File: config.mk
export PLATFORM = sky130hd
export DESIGN_NAME = train_state_timer
export DESIGN_NICKNAME = d
export VERILOG_FILES = /design/src/rtl/train_state_timer.sv
export SDC_FILE = /design/constraint.sdc
export NUM_CORES = 1
export LEC_CHECK = 0
export ABC_CLOCK_PERIOD_IN_PS = 4460
export BUFFER_PORTS_ARGS = -buffer_cell sky130_fd_sc_hd__buf_2
export CORE_UTILIZATION = 35
export DETAILED_ROUTE_END_ITERATION = 6
export PLACE_DENSITY = 0.6
export SLEW_MARGIN = 10
export SYNTH_ARGS = -nofsm -noshare
export SYNTH_HDL_FRONTEND = slang
export SYNTH_SLANG_ARGS = --single-unit
File: constraint.sdc
create_clock -name clk -period 4.46 [get_ports clk]
set_clock_uncertainty 0.05 [all_clocks]
set_input_delay 0.892 -clock clk [delete_from_list [all_inputs] [get_ports clk]]
set_output_delay 0.892 -clock clk [all_outputs]
set_load 0.01 [all_outputs]
File: src/rtl/train_state_timer.sv
// train_state_timer: multi-channel dwell timer driven by the train controller FSM.
// Each channel reloads from load_val whenever present_state changes or its own
// restart bit is set. It then counts down once per clock and reports expiry as a
// done level and a one-cycle expire pulse. A channel runs one-shot or periodic,
// and a global pause holds every counting channel.
module train_state_timer #(
    parameter int WIDTH    = 19,
    parameter int CHANNELS = 4,
    parameter int STATE_W  = 4
) (
    input  logic                      clk,
    input  logic                      rst_n,
    input  logic [STATE_W-1:0]        present_state,
    input  logic [CHANNELS*WIDTH-1:0] load_val,
    input  logic [CHANNELS-1:0]       enable,
    input  logic [CHANNELS-1:0]       periodic,
    input  logic [CHANNELS-1:0]       restart,
    input  logic                      pause,
    output logic [CHANNELS-1:0]       done,
    output logic [CHANNELS-1:0]       expire,
    output logic [CHANNELS*WIDTH-1:0] count
);

    typedef enum logic [1:0] {
        ST_IDLE = 2'd0,
        ST_RUN  = 2'd1,
        ST_DONE = 2'd2
    } ch_state_e;

    ch_state_e           state_r     [CHANNELS];
    ch_state_e           state_nxt_s [CHANNELS];
    logic [WIDTH-1:0]    count_r     [CHANNELS];
    logic [WIDTH-1:0]    count_nxt_s [CHANNELS];
    logic [WIDTH-1:0]    load_s      [CHANNELS];
    logic [CHANNELS-1:0] done_r;
    logic [CHANNELS-1:0] done_nxt_s;
    logic [CHANNELS-1:0] expire_r;
    logic [CHANNELS-1:0] expire_nxt_s;
    logic [STATE_W-1:0]  prev_state_r;
    logic                state_chg_s;
    logic [CHANNELS-1:0] trig_s;

    // Reload trigger: any controller state change plus each channel's own restart.
    always_comb begin
        state_chg_s = (present_state != prev_state_r);
        trig_s      = {CHANNELS{state_chg_s}} | restart;
    end

    // Split the packed reload bus into one value per channel.
    always_comb begin
        for (int i = 0; i < CHANNELS; i++) begin
            load_s[i] = load_val[i*WIDTH +: WIDTH];
        end
    end

    // Per-channel next state. Priority: disable > trigger > pause > decrement.
    always_comb begin
        for (int i = 0; i < CHANNELS; i++) begin
            state_nxt_s[i]  = state_r[i];
            count_nxt_s[i]  = count_r[i];
            expire_nxt_s[i] = 1'b0;
            if (!enable[i]) begin
                state_nxt_s[i] = ST_IDLE;
                count_nxt_s[i] = '0;
            end else if (trig_s[i]) begin
                // A reload wins over pause and over a coincident expiry.
                count_nxt_s[i] = load_s[i];
                if (load_s[i] == '0) begin
                    state_nxt_s[i]  = ST_DONE;
                    expire_nxt_s[i] = 1'b1;
                end else begin
                    state_nxt_s[i] = ST_RUN;
                end
            end else begin
                case (state_r[i])
                    ST_RUN: begin
                        if (pause) begin
                            count_nxt_s[i] = count_r[i];
                        end else if (count_r[i] > WIDTH'(1)) begin
                            count_nxt_s[i] = count_r[i] - WIDTH'(1);
                        end else begin
                            // Terminal count. A periodic channel picks up the
                            // current load_val. A zero load_val parks it in DONE.
                            expire_nxt_s[i] = 1'b1;
                            if (periodic[i] && (load_s[i] != '0)) begin
                                count_nxt_s[i] = load_s[i];
                                state_nxt_s[i] = ST_RUN;
                            end else begin
                                count_nxt_s[i] = '0;
                                state_nxt_s[i] = ST_DONE;
                            end
                        end
                    end
                    ST_DONE: begin
                        count_nxt_s[i] = '0;
                        state_nxt_s[i] = ST_DONE;
                    end
                    ST_IDLE: begin
                        count_nxt_s[i] = '0;
                        state_nxt_s[i] = ST_IDLE;
                    end
                    default: begin
                        count_nxt_s[i] = '0;
                        state_nxt_s[i] = ST_IDLE;
                    end
                endcase
            end
            done_nxt_s[i] = (state_nxt_s[i] == ST_DONE);
        end
    end

    // State, counters and registered outputs. prev_state tracks its input even
    // during reset, so no trigger fires on the first cycle after reset.
    always_ff @(posedge clk) begin
        prev_state_r <= present_state;
        if (!rst_n) begin
            for (int i = 0; i < CHANNELS; i++) begin
                state_r[i] <= ST_IDLE;
                count_r[i] <= '0;
            end
            done_r   <= '0;
            expire_r <= '0;
        end else begin
            for (int i = 0; i < CHANNELS; i++) begin
                state_r[i] <= state_nxt_s[i];
                count_r[i] <= count_nxt_s[i];
            end
            done_r   <= done_nxt_s;
            expire_r <= expire_nxt_s;
        end
    end

    assign done   = done_r;
    assign expire = expire_r;

    for (genvar g = 0; g < CHANNELS; g++) begin : g_count
        assign count[g*WIDTH +: WIDTH] = count_r[g];
    end

endmodule

==> impl_metrics.env <==
export IMPL_status="completed"
export IMPL_track_usage=0.2371
export IMPL_tightest_slew_ns=0.6924
export IMPL_ys_async_sr_fraction=0
export IMPL_cp_required_ns=4.70
export IMPL_finalPower_mw=2.214
export IMPL_tritoncts="built"
export IMPL_first_global_vias=6584
export IMPL_ys_types=77
export IMPL_start_kind="register"
export IMPL_fin_nets=1082
export IMPL_yosysMostFrequentCell="dfxtp_1"
export IMPL_drt_iter0_markers=593
export IMPL_ys_top_cells_by_count="dfxtp_1, nand2_1, o21ai_0"
export IMPL_holdCritPathClass="register to register"
export IMPL_arrival_ns=3.37
export IMPL_cts_sink_count=96
export IMPL_slew_limit_headroom=0.5349
export IMPL_avgSynthCellArea_um2=7.692
export IMPL_ys_seq_elements=96
export IMPL_hold_viol=0
export IMPL_layout_area_overhead_vs_synth_pct=21.19
export IMPL_antennaDiodeCount=0
export IMPL_ctsHoldBuffers=0
export IMPL_grt_pass1_wl_mm=34.79
export IMPL_setup_tns_ns=0
export IMPL_dp_hpwl_mm=16.21
export IMPL_post_route_util=0.4384
export IMPL_clk_path_buf_depth=2
export IMPL_maxCapViolCount=0
export IMPL_cp_max_fo=18
export IMPL_first_pass_iters=6
export IMPL_finalSetupViolCount=0
export IMPL_ys_seq_area_frac=0.3051
export IMPL_cp_end_kind="register"
export IMPL_synth_warnings=0
export IMPL_clock_latency_ns=0.35
export IMPL_core_um2=17420
export IMPL_synth_top_area_cell="dfxtp_1"
export IMPL_initial_core_util=0.3617
export IMPL_die_area_um2=18540
export IMPL_rows=48
export IMPL_wirelength_mm=22.08
export IMPL_gp_congestion=0.9185
export IMPL_rsz0062_at_grt="false"
export IMPL_cts_resized=0
export IMPL_fin_crit_sh=0.6998
export IMPL_postCtsSetupBuffers=0
export IMPL_yosys_most_used_dff="dfxtp_1"
export IMPL_die_width_um=136.2
export IMPL_io_pins=179
export IMPL_synth_nets=930
export IMPL_io_buffers=178
export IMPL_netlist_top_cells_area="dfxtp_1, o21ai_0, a21oi_1"
export IMPL_period_needed_ns=3.121
export IMPL_leakage_nw=3.104
export IMPL_die_y_um=136.2
export IMPL_timing_rr_start="count_r[0][12]$_SDFFE_PN0P_"
export IMPL_powerDensity_nw_per_um2=290.0
export IMPL_grt_overflow=0
export IMPL_routed_via_count=7205
export IMPL_synthCells=819
export IMPL_drive_gt1_frac=0.2320
export IMPL_antenna_left=0
export IMPL_drc=0
export IMPL_drv_slew=0
export IMPL_cts_root_buffer="clkbuf_16"
export IMPL_htreeDepth=3
export IMPL_clock_fmax_ghz=0.3204
export IMPL_ir_drop_mv=0.1691
export IMPL_routed_via_density=6.009
export IMPL_worstSetupPathType="register to register"
export IMPL_synth_edff_count=0
export IMPL_crit_start="count_r[0][12]$_SDFFE_PN0P_"
export IMPL_synth_top_cell_area_share=0.3051
export IMPL_path_clk_slew_ns=0.06
export IMPL_antenna_found_initial=0
export IMPL_routedWlPerCell_um=18.42
export IMPL_grt_max_degree=30
export IMPL_syn_cell_area_um2=6300
export IMPL_cts_buffers=9
export IMPL_min_from="count_r[1][17]$_SDFFE_PN0P_"
## layout make-up
class | instances | area, um2
Fill cell | 1805 | 9782
Multi-Input combinational cell | 653 | 4105
Sequential cell | 96 | 1922
Timing Repair Buffer | 188 | 965.9
Tap cell | 225 | 281.5
Clock buffer | 14 | 274.0
Inverter | 23 | 86.33
## per-stage QoR
step                hold WS (ns)  setup WS (ns)  cell area, um2  std cells
floorplan                 0.4649          1.845            6300        819
global placement          0.4501          1.202            7361       1185
detailed placement        0.4462          1.122            7361       1185
CTS                       0.4617          1.384            7635       1199
global route              0.5030          1.168            7635       1199
finish                    0.4718          1.339            7635       1199
## logic make-up (layout without fill, tap and decap cells)
logic type                 Yosys count  after routing  synth area share
and+or+nand+nor                    342            342            0.2973
AOI/OAI and AO/OA                  267            267            0.2808
DFF                                 96             96            0.3051
buffers and inverters               70            225           0.04409
xor gates and xnor gates            22             22           0.03059
adders and majority gates           16             16           0.03178
muxes                                6              6           0.01033
## worst max-delay path, stage by stage (launching register included)
cell     delay [ns]
dfxtp_1        0.37
or4_1          0.64
and4b_1        0.36
and2_1         0.54
a41o_1         0.68
nor2b_1        0.27
a21o_1         0.15
## final timing paths
kind                                       to  slack (ns)  cells past startpoint
setup / recovery  count_r[0][16]$_SDFFE_PN0P_        1.34                      6
hold / removal    count_r[1][17]$_SDFFE_PN0P_        0.47                      2
setup reg to reg  count_r[0][16]$_SDFFE_PN0P_        1.34                      6
hold reg to reg   count_r[1][17]$_SDFFE_PN0P_        0.47                      2
## flip-flops by register name, indices dropped and copies added (netlist names)
| signal | flops |
|---|---|
| done | 4 |
| expire | 4 |
| prev_state_r | 4 |
| count_r | 76 |
| state_r | 8 |
## power breakdown
| group | total, mW | leakage (nW) | switching, mW | internal [mW] |
|---|---|---|---|---|
| combinational | 0.503 | 2.18 | 0.307 | 0.197 |
| sequential | 0.944 | 0.788 | 0.0518 | 0.892 |
| clock | 0.767 | 0.135 | 0.347 | 0.420 |
## placed cells by master, fill, tap and decap left out, types with 4 or more instances in the layout
master     netlist  routed
a211oi_1         6       6
a21o_1           6       6
a21oi_1         64      64
a22oi_1         10      10
a31oi_1          5       5
a32o_1           4       4
a32oi_1          7       7
and2_1          14      14
and3_1          10      10
buf_2            9     178
buf_4            1      10
clkbuf_16        0       9
dfxtp_1         96      96
ha_1            16      16
inv_1           23      23
nand2_1         70      70
nand2b_1         4       4
nand3_1         24      24
nand4_1         12      12
nor2_1          62      62
nor2b_1          5       5
nor3_1          36      35
nor3_2           5       6
nor4_1          41      41
nor4b_1          5       5
o2111ai_1        9       9
o211ai_1         5       5
o21a_1           5       5
o21ai_0         68      68
o21ai_1          5       5
o221ai_1        11      11
o22ai_1          8       8
o2bb2ai_1        7       7
o31ai_1         11      11
o41ai_1          5       5
or3_1           10      10
or4_1           21      21
xnor2_1         15      15
xor2_1           7       7
## per-layer routing
metal	share of wire	global-route usage	up-vias
li1	-	-	3461
met1	0.46	0.3310	3377
met2	0.44	0.3641	336
met3	0.083	0.05034	31
met4	0.013	0.06667	0
met5	0	0	-
Note: power is estimated with default switching activity, not from simulation.
